### src/rtl/dmem_arbiter_if.sv
// dmem_arbiter_if: pipeline (m_) and loader (l_) request/response buses plus the memory port; slave = arbiter, master = requesters/memory
interface dmem_arbiter_if #(parameter int DW = 64, parameter int AW = 10);
  logic m_req, m_we, m_ack, m_err, m_stall;
  logic [63:0] m_addr;
  logic [DW-1:0] m_wdata, m_rdata;
  logic l_req, l_we, l_ack, l_err;
  logic [63:0] l_addr;
  logic [DW-1:0] l_wdata, l_rdata;
  logic mem_en, mem_we;
  logic [AW-1:0] mem_addr;
  logic [DW-1:0] mem_wdata, mem_rdata;
  modport slave (
    input m_req, m_we, m_addr, m_wdata, l_req, l_we, l_addr, l_wdata, mem_rdata,
    output m_ack, m_rdata, m_err, m_stall, l_ack, l_rdata, l_err, mem_en, mem_we, mem_addr, mem_wdata
  );
  modport master (
    output m_req, m_we, m_addr, m_wdata, l_req, l_we, l_addr, l_wdata, mem_rdata,
    input m_ack, m_rdata, m_err, m_stall, l_ack, l_rdata, l_err, mem_en, mem_we, mem_addr, mem_wdata
  );
endinterface

### src/rtl/dmem_arbiter.sv
// dmem_arbiter: arbitrates the data memory between pipeline and loader (ports: clk, reset, bus = dmem_arbiter_if.slave)
module dmem_arbiter #(
  parameter int DEPTH = 1024,
  parameter int DW = 64,
  parameter int MEM_LAT = 2,
  parameter int STARVE_LIM = 4
) (
  input logic clk,
  input logic reset,
  dmem_arbiter_if.slave bus
);
  localparam int AW = $clog2(DEPTH);
  localparam int CW = $clog2(MEM_LAT + 1);
  localparam int SW = $clog2(STARVE_LIM + 1);
  typedef enum logic [1:0] {IDLE, ISSUE, WAIT, DONE} state_t;
  state_t state_q, state_d;
  logic own_q, own_d, we_q, we_d, err_q, err_d, grant_l;
  logic [AW-1:0] addr_q, addr_d;
  logic [DW-1:0] wdata_q, wdata_d, m_rdata_q, m_rdata_d, l_rdata_q, l_rdata_d;
  logic [CW-1:0] lat_q, lat_d;
  logic [SW-1:0] starve_q, starve_d;
  logic [63:0] sel_addr;
  always_comb begin
    state_d = state_q;
    own_d = own_q;
    we_d = we_q;
    err_d = err_q;
    addr_d = addr_q;
    wdata_d = wdata_q;
    m_rdata_d = m_rdata_q;
    l_rdata_d = l_rdata_q;
    lat_d = lat_q;
    starve_d = starve_q;
    grant_l = bus.l_req && (!bus.m_req || starve_q == SW'(STARVE_LIM));
    sel_addr = grant_l ? bus.l_addr : bus.m_addr;
    case (state_q)
      IDLE: if (bus.m_req || bus.l_req) begin
        own_d = grant_l;
        we_d = grant_l ? bus.l_we : bus.m_we;
        addr_d = sel_addr[AW-1:0];
        wdata_d = grant_l ? bus.l_wdata : bus.m_wdata;
        err_d = sel_addr >= 64'(DEPTH);
        starve_d = (grant_l || !bus.l_req) ? '0 : starve_q + SW'(1);
        state_d = err_d ? DONE : ISSUE;
      end
      ISSUE: begin
        state_d = we_q ? DONE : WAIT;
        lat_d = CW'(MEM_LAT - 1);
      end
      WAIT: if (lat_q == '0) begin
        m_rdata_d = own_q ? m_rdata_q : bus.mem_rdata;
        l_rdata_d = own_q ? bus.mem_rdata : l_rdata_q;
        state_d = DONE;
      end else lat_d = lat_q - CW'(1);
      default: state_d = IDLE;
    endcase
  end
  always_ff @(posedge clk) begin
    if (reset) begin
      state_q <= IDLE;
      own_q <= 1'b0;
      we_q <= 1'b0;
      err_q <= 1'b0;
      addr_q <= '0;
      wdata_q <= '0;
      m_rdata_q <= '0;
      l_rdata_q <= '0;
      lat_q <= '0;
      starve_q <= '0;
    end else begin
      state_q <= state_d;
      own_q <= own_d;
      we_q <= we_d;
      err_q <= err_d;
      addr_q <= addr_d;
      wdata_q <= wdata_d;
      m_rdata_q <= m_rdata_d;
      l_rdata_q <= l_rdata_d;
      lat_q <= lat_d;
      starve_q <= starve_d;
    end
  end
  assign bus.mem_en = state_q == ISSUE;
  assign bus.mem_we = bus.mem_en && we_q;
  assign bus.mem_addr = addr_q;
  assign bus.mem_wdata = wdata_q;
  assign bus.m_ack = state_q == DONE && !own_q;
  assign bus.l_ack = state_q == DONE && own_q;
  assign bus.m_err = bus.m_ack && err_q;
  assign bus.l_err = bus.l_ack && err_q;
  assign bus.m_rdata = m_rdata_q;
  assign bus.l_rdata = l_rdata_q;
  assign bus.m_stall = bus.m_req && !bus.m_ack;
endmodule
### src/flat_wrapper.sv
// flat-port wrapper written by rule: the top's interface ports become plain ports
module dmem_arbiter_flat 
#(
  parameter int DEPTH = 1024,
  parameter int DW = 64,
  parameter int MEM_LAT = 2,
  parameter int STARVE_LIM = 4
)
  (clk, reset, bus_m_req, bus_m_we, bus_m_addr, bus_m_wdata, bus_l_req, bus_l_we, bus_l_addr, bus_l_wdata, bus_mem_rdata, bus_m_ack, bus_m_rdata, bus_m_err, bus_m_stall, bus_l_ack, bus_l_rdata, bus_l_err, bus_mem_en, bus_mem_we, bus_mem_addr, bus_mem_wdata);
  dmem_arbiter_if #(.DW(DW)) bus_i ();
  input logic clk;
  input logic reset;
  input wire logic [$bits(bus_i.m_req)-1:0] bus_m_req;
  input wire logic [$bits(bus_i.m_we)-1:0] bus_m_we;
  input wire logic [$bits(bus_i.m_addr)-1:0] bus_m_addr;
  input wire logic [$bits(bus_i.m_wdata)-1:0] bus_m_wdata;
  input wire logic [$bits(bus_i.l_req)-1:0] bus_l_req;
  input wire logic [$bits(bus_i.l_we)-1:0] bus_l_we;
  input wire logic [$bits(bus_i.l_addr)-1:0] bus_l_addr;
  input wire logic [$bits(bus_i.l_wdata)-1:0] bus_l_wdata;
  input wire logic [$bits(bus_i.mem_rdata)-1:0] bus_mem_rdata;
  output wire logic [$bits(bus_i.m_ack)-1:0] bus_m_ack;
  output wire logic [$bits(bus_i.m_rdata)-1:0] bus_m_rdata;
  output wire logic [$bits(bus_i.m_err)-1:0] bus_m_err;
  output wire logic [$bits(bus_i.m_stall)-1:0] bus_m_stall;
  output wire logic [$bits(bus_i.l_ack)-1:0] bus_l_ack;
  output wire logic [$bits(bus_i.l_rdata)-1:0] bus_l_rdata;
  output wire logic [$bits(bus_i.l_err)-1:0] bus_l_err;
  output wire logic [$bits(bus_i.mem_en)-1:0] bus_mem_en;
  output wire logic [$bits(bus_i.mem_we)-1:0] bus_mem_we;
  output wire logic [$bits(bus_i.mem_addr)-1:0] bus_mem_addr;
  output wire logic [$bits(bus_i.mem_wdata)-1:0] bus_mem_wdata;
  assign bus_i.m_req = bus_m_req;
  assign bus_i.m_we = bus_m_we;
  assign bus_i.m_addr = bus_m_addr;
  assign bus_i.m_wdata = bus_m_wdata;
  assign bus_i.l_req = bus_l_req;
  assign bus_i.l_we = bus_l_we;
  assign bus_i.l_addr = bus_l_addr;
  assign bus_i.l_wdata = bus_l_wdata;
  assign bus_i.mem_rdata = bus_mem_rdata;
  assign bus_m_ack = bus_i.m_ack;
  assign bus_m_rdata = bus_i.m_rdata;
  assign bus_m_err = bus_i.m_err;
  assign bus_m_stall = bus_i.m_stall;
  assign bus_l_ack = bus_i.l_ack;
  assign bus_l_rdata = bus_i.l_rdata;
  assign bus_l_err = bus_i.l_err;
  assign bus_mem_en = bus_i.mem_en;
  assign bus_mem_we = bus_i.mem_we;
  assign bus_mem_addr = bus_i.mem_addr;
  assign bus_mem_wdata = bus_i.mem_wdata;
  dmem_arbiter #(.DEPTH(DEPTH), .DW(DW), .MEM_LAT(MEM_LAT), .STARVE_LIM(STARVE_LIM)) u_core (.clk(clk), .reset(reset), .bus(bus_i));
endmodule
### config.mk
export PLATFORM = sky130hd
export DESIGN_NAME = dmem_arbiter_flat
export DESIGN_NICKNAME = d
export VERILOG_FILES = /design/src/rtl/dmem_arbiter_if.sv /design/src/rtl/dmem_arbiter.sv /design/src/flat_wrapper.sv
export SDC_FILE = /design/constraint.sdc
export NUM_CORES = 1
export LEC_CHECK = 0
export CAP_MARGIN = 20
export CORE_AREA = 2 2 206 208
export DETAILED_ROUTE_END_ITERATION = 7
export DIE_AREA = 0 0 208 210
export GPL_TIMING_DRIVEN = 0
export HOLD_SLACK_MARGIN = 0.02
export PLACE_DENSITY = 0.58
export SLEW_MARGIN = 20
export SYNTH_ARGS = -nofsm -noshare
export SYNTH_HDL_FRONTEND = slang
export SYNTH_SLANG_ARGS = --single-unit
### constraint.sdc
create_clock -name clk -period 1.8 [get_ports clk]
set_input_delay 0.36 -clock clk [delete_from_list [all_inputs] [get_ports clk]]
set_output_delay 0.36 -clock clk [all_outputs]
set_load 0.05 [all_outputs]
==> results.md <==
* Status: finished, violations left
* Failing checks: setup timing
* Max_slew headroom at 0.568
* Yosys Warn Count at 0
* Final non-filler cell total at 2133
* LEAKAGE at 6.31 nW
* Post-route cell area at 15800 um^2
* Total of max-cap violations at 0
* Commonest non-fill, non-tap cell in the layout: clkdlybuf4s50_1
* Register area share after synthesis at 0.503
* CP Cell Sequence: ha_4, nor2b_4, and2_4, buf_12
* CTS Sinks at 212
* Largest family of logic cells by synthesized area: simple AND/OR/NAND/NOR gates
* Critical Path End Type: output pin
* GRT Total Usage at 0.165
* Num ports at 535
* Netlist cell types at 37
* Clk root buf: clkbuf_16
* Worst slack, placed at -0.977 ns
* Detailed placement HPWL at 30400 um
* # DRC at 0
* Worst-Margin Slew at 0.648 ns
* XOR/XNOR share of the synthesized area at 0.00104
* Internal power at 12.0 mW
* Crit Path Class: register to output pin
* Total congestion overflow at 0
* Final Cycle Share at 1.10
* Post-Route WL at 38400 um
* RSZ-0062 raised after global routing: yes
* Initial antenna violation count at 0
* Core ar. at 41500 um^2
* Final Util at 0.380
* Critical path required time at 1.44 ns
* Clock power frac at 0.224
* IO buf count at 532
* Via/cell ratio at 4.37
* Hold Fails Final Rpt at 0
* Worst min path class: input pin to register
* CP bufs+invs at 1
* Slowest CP cell: dfxtp_4
* Setup ws final at -0.174 ns
* Starting Density at 0.203
* Share of cells above drive strength 1 at 0.139
* Synth Instances at 998
* FILL cells at 4344
* Compound-Gate Fraction of Synth Area at 0.157
* Switching share of power at 0.443
* CTS max path bufs at 3
* CP peak stage delay at 0.38 ns
* Diodes inserted at 0
* Largest net degree at the start of global routing at 13
* Placed insts at 2069
* Post-Synth Adder-Cell Area at 0.0119
* Die Y at 210 um
* Drt initial violations at 383
* Pwr Density at 1370 nW/um^2
* Most frequent cells in the layout: 323 x clkdlybuf4s50_1, 264 x nand2_1, 207 x dfxtp_1
* Die area at 43700 um^2
* Hold-fix buffer count after cts at 0
* CP max FO at 4
* FP Rows at 75
* CP top delay family: simple AND/OR/NAND/NOR gates
* Pins Over Slew Limit at 0
* Comb power frac at 0.475
* Multiplexer area fraction after synthesis at 0.0902
* Area Growth Syn to Fin at 86.8%
* Startpoint Class: register
* WL/cell at 18.0 um
* Vias in the first global route at 9615
* Clk_lat worst skew at 0.52 ns
* Total CTS buffers at 25
* Arr. time, crit path at 1.61 ns
* Cell area after synthesis at 8440 um^2
* Final Skew at 0.00611 ns
* Reg power frac at 0.301
* Flops & latches, synth at 212
* Antenna Nets Post-Route at 0
* Min Hold Slack at 0.273 ns
* Synth Net Count at 1332
* H-Tree Level Count at 1
* Total number of vias at 9325
* Final setup TNS at -0.492 ns
* Fmax at 507 MHz
* Synth Area in Simple Gates at 0.194
* Final Setup Violations at 6
* Die Width at 208 um
* VDD IR-drop max at 0.705 mV
* CTS tree: done
* Nets at 1912
* Post-layout min period at 1.97 ns
* Clk slew on worst S/H paths at 0.06 ns
* Syn avg cell area at 8.45 um^2
* Sw power at 9.57 mW
* Total power at 21.6 mW
* DP Area at 14400 um^2
* First-pass GRT wire length at 56000 um
* Drt first pass iters at 5
* Gpl congestion at 0.836
==> power by group through the flow <==
stage	combinational (mW)	sequential, mW	clock (mW)
5_1_grt	10.9	6.63	5.16
6_report	10.3	6.51	4.83
3_3_place_gp	10.2	6.53	0
3_5_place_dp	10.2	6.56	0
2_1_floorplan	2.69	10.0	0
4_1_cts	10.1	6.50	4.99
==> final timing paths <==
kind / start / to / slack, ns / cells past startpoint
max: u_core.state_q[1] / bus_m_err / -0.17 / 4
min: bus_l_req / u_core.own_q / 0.27 / 3
max reg2reg: u_core.state_q[0] / u_core.bus.m_rdata[14] / 0.01 / 9
min reg2reg: u_core.bus.m_rdata[24] / u_core.bus.m_rdata[24] / 0.45 / 2
==> flip-flops by register name, summed over array words and instances, names as in the netlist <==
signal / count
u_core.bus.l_rdata: 64
u_core.bus.m_rdata: 64
u_core.starve_q: 3
u_core.own_q: 1
u_core.bus.mem_wdata: 64
u_core.state_q: 2
u_core.bus.mem_addr: 10
u_core.err_q: 1
u_core.lat_q: 2
u_core.we_q: 1
==> worst min-delay path, delay by kind of cell <==
family | cells | cell delay [ns]
buffers and inverters | 1 | 0.20
and+or+nand+nor | 1 | 0.08
AOI/OAI and AO/OA | 1 | 0.12
==> synth_stat cells (all sizes together) <==
cell type  number  area, um^2
ha              8         100
a21oi         129         646
nand4           7        50.1
buf            19         119
nor2           82         308
a2bb2oi         1        8.76
o41ai           1        8.76
a32oi           1        8.76
mux2i          76         761
a21bo           1        10.0
o21ai           4        20.0
or4             1        7.51
inv             8        30.0
nor4           27         175
xnor2           1        8.76
a2111o          1        11.3
and2            5        31.3
nand4b          1        8.76
nor3b           1        7.51
o21a            1        7.51
a211oi         76         571
nand3           2        10.0
and3            2        12.5
nor2b           4        25.0
dfxtp         212        4240
nand2         265         995
o31ai           1        7.51
o311ai          1        8.76
a21boi          2        15.0
clkbuf         57         214
or2             1        6.26
==> timing repair <==
action,in CTS,in global routing
cloned,2,1
setup buffers,12,10
pin swaps,4,17
resized for setup,473,133
setup endpoints to repair,414,241
hold endpoints to repair,0,0
==> kinds of logic after synthesis <==
family,Yosys count
muxes,76
AOI/OAI and AO/OA,219
adders and majority gates,8
and+or+nand+nor,398
buffers and inverters,84
DFF,212
xor gates and xnor gates,1
==> area by class of cell <==
cell class / instances / area [um^2] / area share
buffer: 72 / 428 / 0.0272
clock buffer: 38 / 714 / 0.0453
clock inverter: 5 / 53.8 / 0.00341
inverter: 8 / 32.5 / 0.00206
multi-input combinational: 702 / 4090 / 0.259
sequential: 212 / 4260 / 0.270
tap: 539 / 674 / 0.0428
timing repair buffer: 557 / 5510 / 0.350
==> metal layers <==
layer  track usage  wire length, um  vias up
met5             0                0        -
met4        0.0450              868        0
met3        0.0428             2970       55
met2         0.302            19300      381
met1         0.189            15300     4301
li1              -                -     4588
No activity file was read; power rests on OpenSTA's default activity.
